[src/rtl/inst_fetch_unit.sv]
// inst_fetch_unit
//   Sequential instruction fetch front end. Issues read requests to a synchronous
//   instruction ROM, buffers each returned word with its PC in a DEPTH-entry FIFO,
//   and presents the FIFO head to decode over a valid/ready handshake.
//   A redirect loads a new (step-aligned) PC and flushes the FIFO and any in-flight
//   response. A stall (fetch_en=0) holds the PC while the FIFO keeps draining.
//
// Ports
//   clk            in   clock, all state updates on posedge
//   rst            in   synchronous active-low reset
//   fetch_en       in   allow new ROM requests
//   redirect_valid in   load redirect_pc and flush
//   redirect_pc    in   new PC (low bits below the step size are ignored)
//   rom_en         out  ROM read request this cycle
//   rom_addr       out  ROM read address (current PC)
//   rom_data       in   ROM word, valid one cycle after rom_en
//   inst_valid     out  FIFO head valid
//   inst_ready     in   decode accepts head
//   inst           out  head instruction word (0 when empty)
//   inst_pc        out  head PC (0 when empty)
//   pc_next        out  current PC + PC_STEP, wrapping
module inst_fetch_unit #(
  parameter int unsigned       ADDR_W   = 32,
  parameter int unsigned       DATA_W   = 32,
  parameter logic [ADDR_W-1:0] RESET_PC = '0,
  parameter int unsigned       PC_STEP  = 4,
  parameter int unsigned       DEPTH    = 4
) (
  input  logic              clk,
  input  logic              rst,
  input  logic              fetch_en,
  input  logic              redirect_valid,
  input  logic [ADDR_W-1:0] redirect_pc,
  output logic              rom_en,
  output logic [ADDR_W-1:0] rom_addr,
  input  logic [DATA_W-1:0] rom_data,
  output logic              inst_valid,
  input  logic              inst_ready,
  output logic [DATA_W-1:0] inst,
  output logic [ADDR_W-1:0] inst_pc,
  output logic [ADDR_W-1:0] pc_next
);

  localparam int unsigned       PtrW      = (DEPTH > 1) ? $clog2(DEPTH) : 1;
  localparam int unsigned       CntW      = $clog2(DEPTH + 1);
  localparam logic [ADDR_W-1:0] StepVal   = ADDR_W'(PC_STEP);
  localparam logic [ADDR_W-1:0] AlignMask = ~(ADDR_W'(PC_STEP - 1));
  localparam logic [CntW:0]     DepthCmp  = (CntW + 1)'(DEPTH);
  localparam logic [PtrW-1:0]   LastPtr   = PtrW'(DEPTH - 1);

  typedef enum logic [0:0] {StBoot, StRun} state_e;

  state_e            state_q;
  logic [ADDR_W-1:0] pc_q;
  logic [ADDR_W-1:0] issue_pc_q;
  logic              inflight_q;
  logic [CntW-1:0]   count_q;
  logic [PtrW-1:0]   rd_ptr_q;
  logic [PtrW-1:0]   wr_ptr_q;
  logic [DATA_W-1:0] data_mem_q [DEPTH];
  logic [ADDR_W-1:0] pc_mem_q   [DEPTH];

  logic              issue;
  logic              push;
  logic              pop;
  logic              do_redirect;
  logic [CntW:0]     credits_used;

  function automatic logic [PtrW-1:0] ptr_inc(input logic [PtrW-1:0] p);
    return (p == LastPtr) ? '0 : p + PtrW'(1);
  endfunction

  // Credits count registered occupancy plus the outstanding response, so a push
  // can never land on a full FIFO. A same-cycle pop deliberately frees nothing.
  assign credits_used = {1'b0, count_q} + {{CntW{1'b0}}, inflight_q};
  assign do_redirect  = (state_q == StRun) && redirect_valid;

  assign issue = (state_q == StRun) && fetch_en && !redirect_valid && (credits_used < DepthCmp);
  assign push  = inflight_q && !redirect_valid;
  assign pop   = inst_valid && inst_ready;

  assign rom_en     = issue;
  assign rom_addr   = pc_q;
  assign pc_next    = pc_q + StepVal;
  assign inst_valid = (count_q != '0);
  assign inst       = inst_valid ? data_mem_q[rd_ptr_q] : '0;
  assign inst_pc    = inst_valid ? pc_mem_q[rd_ptr_q] : '0;

  always_ff @(posedge clk) begin
    if (!rst) begin
      state_q    <= StBoot;
      pc_q       <= RESET_PC;
      issue_pc_q <= '0;
      inflight_q <= 1'b0;
      count_q    <= '0;
      rd_ptr_q   <= '0;
      wr_ptr_q   <= '0;
    end else begin
      state_q    <= StRun;
      inflight_q <= issue;
      if (issue) begin
        pc_q       <= pc_next;
        issue_pc_q <= pc_q;
      end
      if (do_redirect) begin
        // Flush wins over any same-cycle push or pop.
        pc_q     <= redirect_pc & AlignMask;
        count_q  <= '0;
        rd_ptr_q <= '0;
        wr_ptr_q <= '0;
      end else begin
        if (push) wr_ptr_q <= ptr_inc(wr_ptr_q);
        if (pop)  rd_ptr_q <= ptr_inc(rd_ptr_q);
        unique case ({push, pop})
          2'b10:   count_q <= count_q + CntW'(1);
          2'b01:   count_q <= count_q - CntW'(1);
          default: count_q <= count_q;
        endcase
      end
    end
  end

  // Storage needs no reset: entries are only visible while counted as valid.
  always_ff @(posedge clk) begin
    if (push) begin
      data_mem_q[wr_ptr_q] <= rom_data;
      pc_mem_q[wr_ptr_q]   <= issue_pc_q;
    end
  end

endmodule

[config.mk]
export PLATFORM = sky130hd
export DESIGN_NAME = inst_fetch_unit
export DESIGN_NICKNAME = d
export VERILOG_FILES = /design/src/rtl/inst_fetch_unit.sv
export SDC_FILE = /design/constraint.sdc
export NUM_CORES = 1
export LEC_CHECK = 0
export ABC_AREA = 1
export CORE_MARGIN = 10
export CORE_UTILIZATION = 54
export DETAILED_ROUTE_END_ITERATION = 7
export PLACE_DENSITY = 0.8
export SKIP_CTS_REPAIR_TIMING = 1
export SYNTH_ARGS = -nofsm -noshare
export SYNTH_HDL_FRONTEND = slang
export SYNTH_SLANG_ARGS = --single-unit
[constraint.sdc]
create_clock -name clk -period 6.3 [get_ports clk]
set_clock_uncertainty 0.2 [all_clocks]
set_input_delay 1.26 -clock clk [delete_from_list [all_inputs] [get_ports clk]]
set_output_delay 1.26 -clock clk [all_outputs]
set_load 0.1 [all_outputs]
# Word level (Yosys, flattened, before mapping)
# Memory sizes are Yosys's and may differ from the RTL's. A register that Yosys moved wholly into a read port is not among the register bits.
# Index checks and enable logic that the tools add are counted.
# Widths: inputs -> output; s select.
# totals
reg_bits	73
ramBits	256
input_bits	69
out_inout_bits	130
mem_count	2
# memory_table
name	depth	word_bits	read_ports	rd_clocked_by_memory_dff	wr	line	rtl
data_mem_q	4	32	1	1	1	60	logic [DATA_W-1:0] data_mem_q [DEPTH];
pc_mem_q	4	32	1	1	1	61	logic [ADDR_W-1:0] pc_mem_q [DEPTH];
# op_classes
add_sub_neg	6
magnitude_cmp	1
n_eq_ne	4
mux	14
n_bitwise	1
reduce_logical	11
# op_table
operator	count
$mux 32	4
$add 32x3->32 const B	1
$mux 2	6
$eq 2x2->1 const B	3
$logic_and 1x1->1	6
$pmux 3 s2	1
$add 2x1->2 const B	2
$add 3x1->4	1
$lt 4x3->1 const B	1
$reduce_bool 2->1	2
$add 3x1->3 const B	1
$mux 1	3
$reduce_bool 3->1	1
$sub 3x1->3 const B	1
$eq 2x1->1 const B	1
$reduce_or 2->1	1
$logic_not 1->1	1
$not 1->1	1

# Longest topological paths before layout
# depth
ltp_word	5
ltp_mapped	11
depth_no_buf	11

# Worst setup path before layout
# No wires, ideal clock.
# synth_path
path_kind	register to output
from	register pc_q[2], in the netlist rom_addr[2]
to	output pc_next[9]
arrival_ns	3.808
required_ns	4.840
slack_ns	1.032
stages_incl_launch_ff	5
n_path_buf	0
path_cell_list	dfxtp_1 > inv_1 > nor2_4 > nand2_4 > xnor2_1
# synth_between
elab_chain_len	1
# synth_lines
element	line	rtl
from (decl)	54	logic [ADDR_W-1:0] pc_q;
from (signal assigned)	102	pc_q <= pc_next;
from (signal assigned)	107	pc_q <= redirect_pc & AlignMask;
$add 32x3->32	84	assign pc_next = pc_q + StepVal;
to (decl)	41	output logic [ADDR_W-1:0] pc_next
# No other way between the ends.

==> flow_metrics.py <==
metrics = {
    "global_routing": {
        "busiest_layer": "met2",
        "use_met1_pct": 26.5,
        "grt_overflow": 0,
        "grt_pass1_wl_um": 51600,
        "grtUsageMet3_pct": 6.04,
        "first_global_vias": 9553,
        "grt_max_degree": 83,
        "grtUsageMet2_pct": 33.6,
        "grt_util_all_layers_pct": 20.6,
        "antenna_found_initial": 1,
    },
    "critical_path": {
        "cp_top_family": "buffers and inverters",
        "crit_chain": "buf_4 > nor2_1 > nor2_1 > o21ai_0 > a21oi_1 > clkdlybuf4s50_1",
        "cp_slowest_cell": "clkdlybuf4s50_1",
        "crit_arrival_ns": 3.88,
        "critPathRequiredTime_ns": 4.84,
        "crit_buf_inv": 2,
        "critical_path.startpoint_type": "flop",
        "cp-end-kind": "output port",
        "max_stage_delay_ns": 1.20,
        "path_max_fanout": 82,
        "timing_worst_setup_path_type": "flop to output port",
        "cpMostUsedCell": "nor2_1",
    },
    "synthesis": {
        "synth_cell_types": 33,
        "ys_seq_elements": 319,
        "synth.yosys.seq_area_share_pct": 66.8,
        "synth_area_mm2": 0.0133,
        "syn-instance-count": 1290,
        "avgSynthCellArea_um2": 10.3,
        "yosys_warnings": 0,
    },
    "detailed_routing": {
        "initialDrtViolationCount": 791,
        "drc": 0,
        "dr_total_vias": 9747,
        "ant_nets": 0,
        "viasPerCell": 5.39,
        "firstDrtPassIters": 5,
        "wire_per_inst_um": 18.3,
        "drt-total-wl_um": 33100,
    },
    "layout": {
        "diodes": 0,
        "final_layout_size_suffix_gt1_share_pct": 6.68,
        "fillers": 1817,
        "nNetsFinal": 1536,
        "final_cell_area_mm2": 0.0165,
        "post-route-util_pct": 68.0,
        "area_delta_synth_final_pct": 24.2,
    },
    "sta": {
        "relSlewSlack_pct": 28.6,
        "final-setup-viol-count": 0,
        "slew_viol_final": 0,
        "rsz0062_at_grt": "no",
        "hold_viol": 0,
        "finalSetupTns_ns": 0,
        "timing.fmax_ghz": 0.187,
        "post-route-period-util_pct": 84.8,
        "fin_crit_ns": 5.34,
        "hold_ws_ns": 0.296,
        "worst_pin_slew_ns": 1.07,
    },
    "clock_tree": {
        "tritoncts": "done",
        "insertion_delay_ns": 0.55,
        "cts_sinks": 319,
        "ctsRootBufferMaster": "clkbuf_16",
        "htreeDepth": 1,
        "clkSlewWorstSetupHoldPaths_ns": 0.06,
        "cts.path.max_buffers": 3,
        "numCtsBuffers": 31,
    },
    "die": {
        "fp-row-count": 57,
        "ios": 199,
        "core-area_mm2": 0.0242,
        "die_x_um": 177,
        "die_h_um": 177,
        "dieArea_mm2": 0.0312,
        "initial_core_util_pct": 54.7,
    },
    "pwr": {
        "p_per_area_mw_per_mm2": 280,
        "power_leakage_nw": 5.76,
        "finalPower_w": 0.00461,
        "peakVddDrop_uv": 203,
    },
    "placed_design": {
        "place_area_mm2": 0.0154,
        "portBuffers": 190,
        "place_hpwl_um": 20900,
        "gp_congestion": 0.916,
    },
    "job": {
        "max_cap_viol_count": 0,
    },
    "status": {
        "status": "completed",
    },
    "worst_hold_path": {
        "worstHoldPathType": "flop to flop",
    },
}
power by group:
part,switching (W),internal [W],total (W)
clock network,0.000753,0.00113,0.00188
registers,0.0000308,0.00228,0.00231
logic,0.000316,0.000107,0.000423
cells in the mapped netlist:
cell / n / area [µm²]
a21oi_1: 119 / 596
o221ai_1: 1 / 8.76
inv_2: 3 / 11.3
a31oi_1: 4 / 25.0
o21ai_0: 162 / 811
conb_1: 1 / 3.75
a211oi_1: 2 / 15.0
clkinv_1: 1 / 3.75
xnor2_1: 2 / 17.5
inv_1: 65 / 244
or2_2: 1 / 6.26
xor2_2: 5 / 81.3
nor2_4: 6 / 67.6
nor2_2: 2 / 12.5
fa_1: 1 / 20.0
nand2_4: 1 / 11.3
buf_4: 6 / 45.0
and2_1: 5 / 31.3
edfxtp_1: 248 / 7450
dfxtp_1: 71 / 1420
clkbuf_1: 49 / 184
o211ai_1: 2 / 15.0
nand2_2: 4 / 25.0
nor2_1: 294 / 1100
nand3_2: 1 / 10.0
nor2_8: 1 / 20.0
buf_2: 17 / 85.1
nand3_1: 19 / 95.1
nand2_1: 180 / 676
xor2_1: 8 / 70.1
o211a_1: 1 / 10.0
o21a_1: 1 / 7.51
ha_1: 7 / 87.6
flip-flops by register name, summed over array words and instances (netlist names), 2 cells and up, named ones only:
signal	cells
data_mem_q	128
pc_mem_q	120
issue_pc_q	30
rom_addr	30
count_q	3
rd_ptr_q	2
wr_ptr_q	2
worst reg2reg max path: stages, from the launching register on:
cell      delay [ns]
dfxtp_1         0.33
inv_1           0.05
nor2_1          0.09
clkinv_1        0.37
nor2_4          0.45
buf_4           0.70
layout make-up:
class	count	area (µm²)	share of cell area, %
inverter	69	259	1.57
tap	324	405	2.46
sequential	319	8870	53.8
multi-input combinational	835	3870	23.5
clock inverter	15	155	0.941
clock buffer	42	907	5.50
timing repair buffer	203	2010	12.2
through the flow:
step                      instances  worst slack (ns)
final                          1807             0.957
after global routing           1807             0.765
after CTS                      1807             0.959
after detailed placement       1750              1.54
after global placement         1750              1.58
after floorplan                1295              1.03
cells in the final DEF (no fill, tap or decap), types with 19 or more instances in the layout:
master           count
a21oi_1            119
clkbuf_16           31
clkdlybuf4s50_1    188
dfxtp_1             69
edfxtp_1           248
inv_1               64
nand2_1            180
nand3_1             19
nor2_1             290
o21ai_0            162
cells by family (layout without fill, tap and decap cells):
logic type               after synthesis  count (layout)  share of synthesized area [%]
AND/OR/NAND/NOR                      514             514                           15.5
flip-flops                           319             319                           66.8
AO/OA/AOI/OAI                        292             292                           11.2
buffers and inverters                141             329                           4.32
XOR/XNOR                              15              15                           1.27
adder cells (fa/ha/maj)                8               8                          0.811
other                                  1               6                         0.0283
routing by layer:
metal / vias up / share of wire (%)
met3: 48 / 11
met5: - / 0.027
li1: 4680 / -
met2: 401 / 47
met4: 2 / 1.9
met1: 4616 / 41
worst paths after layout:
kind | startpoint | to | slack, ns | cells past startpoint
worst max-delay path | flop | inst_pc[19] | 0.96 | 6
worst min-delay path | issue_pc_q[19] | pc_mem_q[3][19] | 0.30 | 0
worst max register to register | inflight_q | pc_mem_q[0][5] | 3.71 | 5
worst min register to register | issue_pc_q[19] | pc_mem_q[3][19] | 0.30 | 0
Power figures use the tool's default switching activity.
